$ cat config.mk
export PLATFORM = sky130hd
export DESIGN_NAME = jtdd_rom_arb
export DESIGN_NICKNAME = d
export VERILOG_FILES = /design/src/rtl/jtdd_rom_arb.sv
export SDC_FILE = /design/constraint.sdc
export NUM_CORES = 1
export LEC_CHECK = 0
export CORE_MARGIN = 1.5
export CORE_UTILIZATION = 53
export CTS_CLUSTER_SIZE = 16
export DETAILED_ROUTE_END_ITERATION = 10
export GPL_ROUTABILITY_DRIVEN = 0
export HOLD_SLACK_MARGIN = 0.03
export PLACE_DENSITY_LB_ADDON = 0.2
export SLEW_MARGIN = 20
export SYNTH_ARGS = -nofsm -noshare
export SYNTH_HDL_FRONTEND = slang
export SYNTH_SLANG_ARGS = --single-unit
$ cat constraint.sdc
create_clock -name clk -period 3.6 [get_ports clk]
set_input_delay 1.08 -clock clk [delete_from_list [all_inputs] [get_ports clk]]
set_output_delay 1.08 -clock clk [all_outputs]
set_load 0.02 [all_outputs]
$ cat src/rtl/jtdd_rom_arb.sv
// Three-way ROM read arbiter onto a single 16-bit SDRAM read port.
// Each requester owns a one-word cache; misses are served by a round-robin
// fetch FSM that fills the requesting slot's cache line.
//
// state       | meaning
// ------------+---------------------------------------------------------
// S_IDLE      | no fetch in flight; pick a missing slot round-robin
// S_WAIT_ACK  | sdram_req high, waiting for the controller to accept
// S_WAIT_DATA | request accepted, waiting for the read word
// S_FILL      | write captured word, tag and valid into the selected slot
module jtdd_rom_arb #(
   parameter int              AW0     = 18,
   parameter int              AW1     = 15,
   parameter int              AW2     = 14,
   parameter int              SDW     = 22,
   parameter logic [SDW-1:0]  OFFSET1 = 22'h2_0000,
   parameter logic [SDW-1:0]  OFFSET2 = 22'h2_4000
)(
   input  logic           clk,
   input  logic           rstn,
   input  logic           rom0_cs,
   input  logic [AW0-1:0] rom0_addr,
   output logic [7:0]     rom0_data,
   output logic           rom0_ok,
   input  logic           rom1_cs,
   input  logic [AW1-1:0] rom1_addr,
   output logic [7:0]     rom1_data,
   output logic           rom1_ok,
   input  logic           rom2_cs,
   input  logic [AW2-1:0] rom2_addr,
   output logic [7:0]     rom2_data,
   output logic           rom2_ok,
   output logic           sdram_req,
   output logic [SDW-1:0] sdram_addr,
   input  logic           sdram_ack,
   input  logic           data_rdy,
   input  logic [15:0]    sdram_din
);
   // Widest word-tag across the three slots; narrower tags are zero-extended.
   localparam int AWM = (AW0 > AW1) ? ((AW0 > AW2) ? AW0 : AW2)
                                    : ((AW1 > AW2) ? AW1 : AW2);
   localparam int TW  = AWM - 1;

   typedef enum logic [1:0] {S_IDLE, S_WAIT_ACK, S_WAIT_DATA, S_FILL} state_t;

   state_t           state_q, state_d;
   logic [1:0]       sel_q, sel_d;
   logic [1:0]       rr_ptr_q, rr_ptr_d;
   logic [SDW-1:0]   sdram_addr_q, sdram_addr_d;
   logic [TW-1:0]    fetch_tag_q, fetch_tag_d;
   logic [15:0]      din_q, din_d;
   logic [2:0]       valid_q, valid_d;
   logic [15:0]      word0_q, word0_d, word1_q, word1_d, word2_q, word2_d;
   logic [AW0-2:0]   tag0_q, tag0_d;
   logic [AW1-2:0]   tag1_q, tag1_d;
   logic [AW2-2:0]   tag2_q, tag2_d;

   logic [2:0]       hit, miss;
   logic [SDW-1:0]   map0, map1, map2;
   logic [1:0]       rr1, rr2, pick;
   logic             found;

   assign hit[0] = valid_q[0] && (tag0_q == rom0_addr[AW0-1:1]);
   assign hit[1] = valid_q[1] && (tag1_q == rom1_addr[AW1-1:1]);
   assign hit[2] = valid_q[2] && (tag2_q == rom2_addr[AW2-1:1]);
   assign miss   = {rom2_cs, rom1_cs, rom0_cs} & ~hit;

   assign rom0_ok   = rom0_cs & hit[0];
   assign rom1_ok   = rom1_cs & hit[1];
   assign rom2_ok   = rom2_cs & hit[2];
   assign rom0_data = rom0_addr[0] ? word0_q[15:8] : word0_q[7:0];
   assign rom1_data = rom1_addr[0] ? word1_q[15:8] : word1_q[7:0];
   assign rom2_data = rom2_addr[0] ? word2_q[15:8] : word2_q[7:0];

   assign map0 = SDW'(rom0_addr[AW0-1:1]);
   assign map1 = OFFSET1 + SDW'(rom1_addr[AW1-1:1]);
   assign map2 = OFFSET2 + SDW'(rom2_addr[AW2-1:1]);

   assign sdram_req  = (state_q == S_WAIT_ACK);
   assign sdram_addr = sdram_addr_q;

   // Round-robin pick: first missing slot at or after rr_ptr, modulo 3.
   always_comb begin
      rr1   = (rr_ptr_q == 2'd2) ? 2'd0 : rr_ptr_q + 2'd1;
      rr2   = (rr1 == 2'd2) ? 2'd0 : rr1 + 2'd1;
      found = 1'b1;
      pick  = rr_ptr_q;
      if (miss[rr_ptr_q])  pick = rr_ptr_q;
      else if (miss[rr1])  pick = rr1;
      else if (miss[rr2])  pick = rr2;
      else                 found = 1'b0;
   end

   // Next-state and datapath/cache updates.
   always_comb begin
      state_d      = state_q;
      sel_d        = sel_q;
      rr_ptr_d     = rr_ptr_q;
      sdram_addr_d = sdram_addr_q;
      fetch_tag_d  = fetch_tag_q;
      din_d        = din_q;
      valid_d      = valid_q;
      word0_d      = word0_q;
      word1_d      = word1_q;
      word2_d      = word2_q;
      tag0_d       = tag0_q;
      tag1_d       = tag1_q;
      tag2_d       = tag2_q;
      case (state_q)
         S_IDLE: begin
            if (found) begin
               sel_d   = pick;
               state_d = S_WAIT_ACK;
               case (pick)
                  2'd1: begin
                     sdram_addr_d = map1;
                     fetch_tag_d  = TW'(rom1_addr[AW1-1:1]);
                  end
                  2'd2: begin
                     sdram_addr_d = map2;
                     fetch_tag_d  = TW'(rom2_addr[AW2-1:1]);
                  end
                  default: begin
                     sdram_addr_d = map0;
                     fetch_tag_d  = TW'(rom0_addr[AW0-1:1]);
                  end
               endcase
            end
         end
         S_WAIT_ACK: begin
            if (sdram_ack) begin
               if (data_rdy) begin
                  din_d   = sdram_din;
                  state_d = S_FILL;
               end else begin
                  state_d = S_WAIT_DATA;
               end
            end
         end
         S_WAIT_DATA: begin
            if (data_rdy) begin
               din_d   = sdram_din;
               state_d = S_FILL;
            end
         end
         S_FILL: begin
            // Tag comes from the address latched at request time, so a
            // requester that moved on mid-fetch will simply miss again.
            case (sel_q)
               2'd1: begin
                  word1_d    = din_q;
                  tag1_d     = fetch_tag_q[AW1-2:0];
                  valid_d[1] = 1'b1;
               end
               2'd2: begin
                  word2_d    = din_q;
                  tag2_d     = fetch_tag_q[AW2-2:0];
                  valid_d[2] = 1'b1;
               end
               default: begin
                  word0_d    = din_q;
                  tag0_d     = fetch_tag_q[AW0-2:0];
                  valid_d[0] = 1'b1;
               end
            endcase
            rr_ptr_d = (sel_q == 2'd2) ? 2'd0 : sel_q + 2'd1;
            state_d  = S_IDLE;
         end
         default: state_d = S_IDLE;
      endcase
   end

   // FSM state register.
   always_ff @(posedge clk or negedge rstn) begin
      if (!rstn) state_q <= S_IDLE;
      else       state_q <= state_d;
   end

   // Fetch bookkeeping and per-slot cache registers.
   always_ff @(posedge clk or negedge rstn) begin
      if (!rstn) begin
         sel_q        <= 2'd0;
         rr_ptr_q     <= 2'd0;
         sdram_addr_q <= '0;
         fetch_tag_q  <= '0;
         din_q        <= 16'h0000;
         valid_q      <= 3'b000;
         word0_q      <= 16'h0000;
         word1_q      <= 16'h0000;
         word2_q      <= 16'h0000;
         tag0_q       <= '0;
         tag1_q       <= '0;
         tag2_q       <= '0;
      end else begin
         sel_q        <= sel_d;
         rr_ptr_q     <= rr_ptr_d;
         sdram_addr_q <= sdram_addr_d;
         fetch_tag_q  <= fetch_tag_d;
         din_q        <= din_d;
         valid_q      <= valid_d;
         word0_q      <= word0_d;
         word1_q      <= word1_d;
         word2_q      <= word2_d;
         tag0_q       <= tag0_d;
         tag1_q       <= tag1_d;
         tag2_q       <= tag2_d;
      end
   end
endmodule

==> results.py <==
metrics = {
    "logic_synthesis": {
        "mappedNetlistArea_sq_um": 6550,
        "ys_seq_elements": 136,
        "syn_inst": 523,
        "ys_seq_area_share_pct": 52.0,
        "yosys_warnings": 0,
        "synth.distinct_cells": 36,
        "avgSynthCellArea_sq_um": 12.5,
    },
    "cts": {
        "cts_root_buffer": "clkbuf_16",
        "cts_buffers": 17,
        "h-tree-depth": 4,
        "cts_sinks": 136,
        "clkLatencyLatePin_ns": 0.41,
        "cts.reportedPaths.clkPinSlew_ns": 0.06,
        "clockBufferDepth": 2,
        "cts_tree": "built",
        "cts-hold-fix-buffers": 0,
        "post_cts_buffers": 0,
    },
    "final_layout": {
        "num-fill-cells": 834,
        "regArea_sq_um": 3400,
        "fin_nets": 724,
        "multi_input_area_sq_um": 2960,
        "antennaDiodeCount": 0,
        "drive_gt1_share_pct": 32.9,
        "area_delta_synth_final_pct": 32.2,
        "final_core_util_pct": 72.1,
    },
    "global_route": {
        "grt_overflow_total": 0,
        "grt_pass1_wl_um": 24100,
        "grtUsageTotal_pct": 24.9,
        "grt_pass1_vias": 4707,
        "antenna_found_initial": 0,
        "grt_max_degree": 83,
    },
    "routing": {
        "drtIter0Drc": 266,
        "vias": 4433,
        "routedWlPerCell_um": 18.8,
        "ant_nets": 0,
        "vias_per_cell": 5.53,
        "drt-total-wl_um": 15100,
        "drt-pass1-iter-count": 4,
        "drc": 0,
    },
    "place": {
        "port_buffers": 115,
        "hpwl_um": 10400,
    },
    "worst_hold_path": {
        "hold_depth": 1,
        "whs_endpoint": "valid_q[0]",
        "holdCritStartpoint": "valid_q[0]",
        "hold_path_class": "reg2reg",
    },
    "floorplanning": {
        "dieArea_sq_um": 13000,
        "initial_core_util_pct": 54.5,
        "core_sq_um": 12000,
        "ios": 120,
        "die_h_um": 114,
        "die_w_um": 114,
        "core.rowCount": 40,
    },
    "timing": {
        "worst_pin_slew_ns": 0.734,
        "hold_viol": 0,
        "fin_crit_sh_pct": 98.4,
        "max_freq_mhz": 282,
        "skew_ns": 0.00704,
        "setup_violations": 0,
        "slew_headroom_pct": 51.0,
        "finalMaxSlewViolations": 0,
        "layout_min_cycle_time_ns": 3.54,
        "setup_tns_ns": 0,
    },
    "critical_path": {
        "crit_path_end_kind": "output port",
        "critical_path_class": "in2out",
        "crit_path_start_kind": "input port",
        "r2r_start": "tag2_q[4]",
        "reg2reg_depth": 15,
        "rrSetupSlack_ns": 0.77,
        "critPathRequiredTime_ns": 2.52,
        "cp_data_arrival_time_ns": 2.46,
        "r2r-end": "fetch_tag_q[2]",
        "critPathMaxFanout": 2,
    },
    "pwr": {
        "pwr_density_cell_nw_per_um2": 864,
        "p_leak_uw": 0.00397,
        "vdd_ir_drop_max_uv": 522,
    },
    "flow_run": {
        "maxCapViolations": 0,
    },
    "run_status": {
        "status": "finished clean",
    },
}
[routing by layer]
layer	GRT usage [%]	up-vias	wire, um
li1	-	2053	-
met1	30.3	2229	6200
met5	0	-	0
met2	41.8	130	7730
met3	7.94	21	860
met4	8.83	0	280
[registers in the layout, indices dropped and copies added (netlist names)]
| register | count |
|---|---|
| din_q | 16 |
| fetch_tag_q | 16 |
| rr_ptr_q | 2 |
| sdram_addr | 3 |
| sel_q | 2 |
| state_q | 2 |
| tag0_q | 17 |
| tag1_q | 14 |
| tag2_q | 13 |
| valid_q | 3 |
| word0_q | 16 |
| word1_q | 16 |
| word2_q | 16 |
[cell usage in the layout (no fill, tap or decap), types with 11 or more instances in the layout]
| cell type | n |
|---|---|
| nand2_1 | 33 |
| o21ai_0 | 15 |
| clkbuf_16 | 17 |
| mux2_2 | 134 |
| dfrtp_1 | 136 |
| inv_1 | 11 |
| nor2_1 | 16 |
| ha_1 | 11 |
| a22oi_1 | 13 |
| xnor2_1 | 31 |
| clkdlybuf4s50_1 | 57 |
| dlymetal6s2s_1 | 15 |
| buf_4 | 21 |
| a21oi_1 | 17 |
| dlygate4sd2_1 | 39 |
[power by group]
| part | internal [uW] | switching (uW) |
|---|---|---|
| logic | 1550 | 1390 |
| clock network | 1210 | 600 |
| registers | 2220 | 510 |
[final cells by class]
class | instances | share of cell area, %
sequential | 136 | 39.3
multi-input combinational | 335 | 34.2
timing repair buffer | 142 | 16.7
clock buffer | 23 | 5.52
tap | 147 | 2.12
clock inverter | 7 | 1.65
inverter | 11 | 0.477
[stage by stage]
stage / std cells / hold WS [ns] / cell area (sq um) / total power, uW / worst slack [ns]
after CTS: 801 / 0.469 / 8550 / 7510 / -0.0421
after detailed placement: 771 / 0.452 / 7950 / 5740 / -0.617
after global placement: 771 / 0.444 / 7950 / 5590 / -0.625
final: 801 / 0.467 / 8660 / 7480 / 0.0566
after floorplan: 526 / 0.430 / 6560 / 4640 / 0.170
after global routing: 801 / 0.496 / 8660 / 7920 / -0.0186
[critical path: stages]
cell and delay, ns:
clkdlybuf4s50_1 0.53, xnor2_1 0.16, nand4_1 0.15, nor3_2 0.19, and4_1 0.21, buf_4 0.14
[cell families after synthesis]
| kind of cell | after synthesis | synth area share (%) |
|---|---|---|
| simple gates | 77 | 5.92 |
| flops | 136 | 52.0 |
| buf+inv | 55 | 4.70 |
| compound gates | 64 | 6.15 |
| mux | 135 | 23.2 |
| fa+ha+maj | 11 | 2.10 |
| other cells | 1 | 0.0573 |
| xor+xnor | 44 | 5.89 |
[worst max path at each step]
stage                        startpoint              to  slack (ns)  cells past startpoint
after floorplan           rom1_addr[12]  sdram_addr[14]        0.17                     12
after global placement     rom2_addr[5]         rom2_ok       -0.62                      7
after detailed placement   rom2_addr[5]         rom2_ok       -0.62                      7
after CTS                  rom2_addr[1]         rom2_ok       -0.04                      7
after global routing       rom0_addr[8]         rom0_ok       -0.02                      6
final                      rom0_addr[8]         rom0_ok        0.06                      6
[what timing repair did]
item                       CTS  global route
gates resized for setup     59            26
pin swaps                    9            11
setup endpoints to repair   40            18
[synthesized netlist by cell type]
library cell	count	share of area (%)
or2_2	1	0.096
nand2b_1	5	0.48
nor4_2	3	0.57
a21oi_1	18	1.4
mux2_2	134	23
buf_1	3	0.17
o31ai_4	1	0.32
dfrtp_1	136	52
o21ai_0	15	1.1
mux2i_1	1	0.15
nand4_1	9	0.86
o21ai_1	9	0.69
xor2_1	4	0.54
a31oi_2	1	0.19
a211oi_2	1	0.19
a211oi_1	2	0.23
ha_1	11	2.1
nor3_2	2	0.31
a311oi_1	1	0.13
and4_1	1	0.13
xnor2_1	40	5.4
a22oi_1	13	1.5
clkbuf_1	17	0.97
nor3b_1	1	0.11
o22ai_1	1	0.096
nand2_1	33	1.9
and2_1	3	0.29
inv_1	11	0.63
a2111oi_0	1	0.13
conb_1	1	0.057
nor2b_1	2	0.19
nor2_1	16	0.92
buf_4	21	2.4
a311o_1	1	0.15
buf_6	3	0.52
nand3_1	1	0.076
Note: power is estimated with default switching activity, not from simulation.
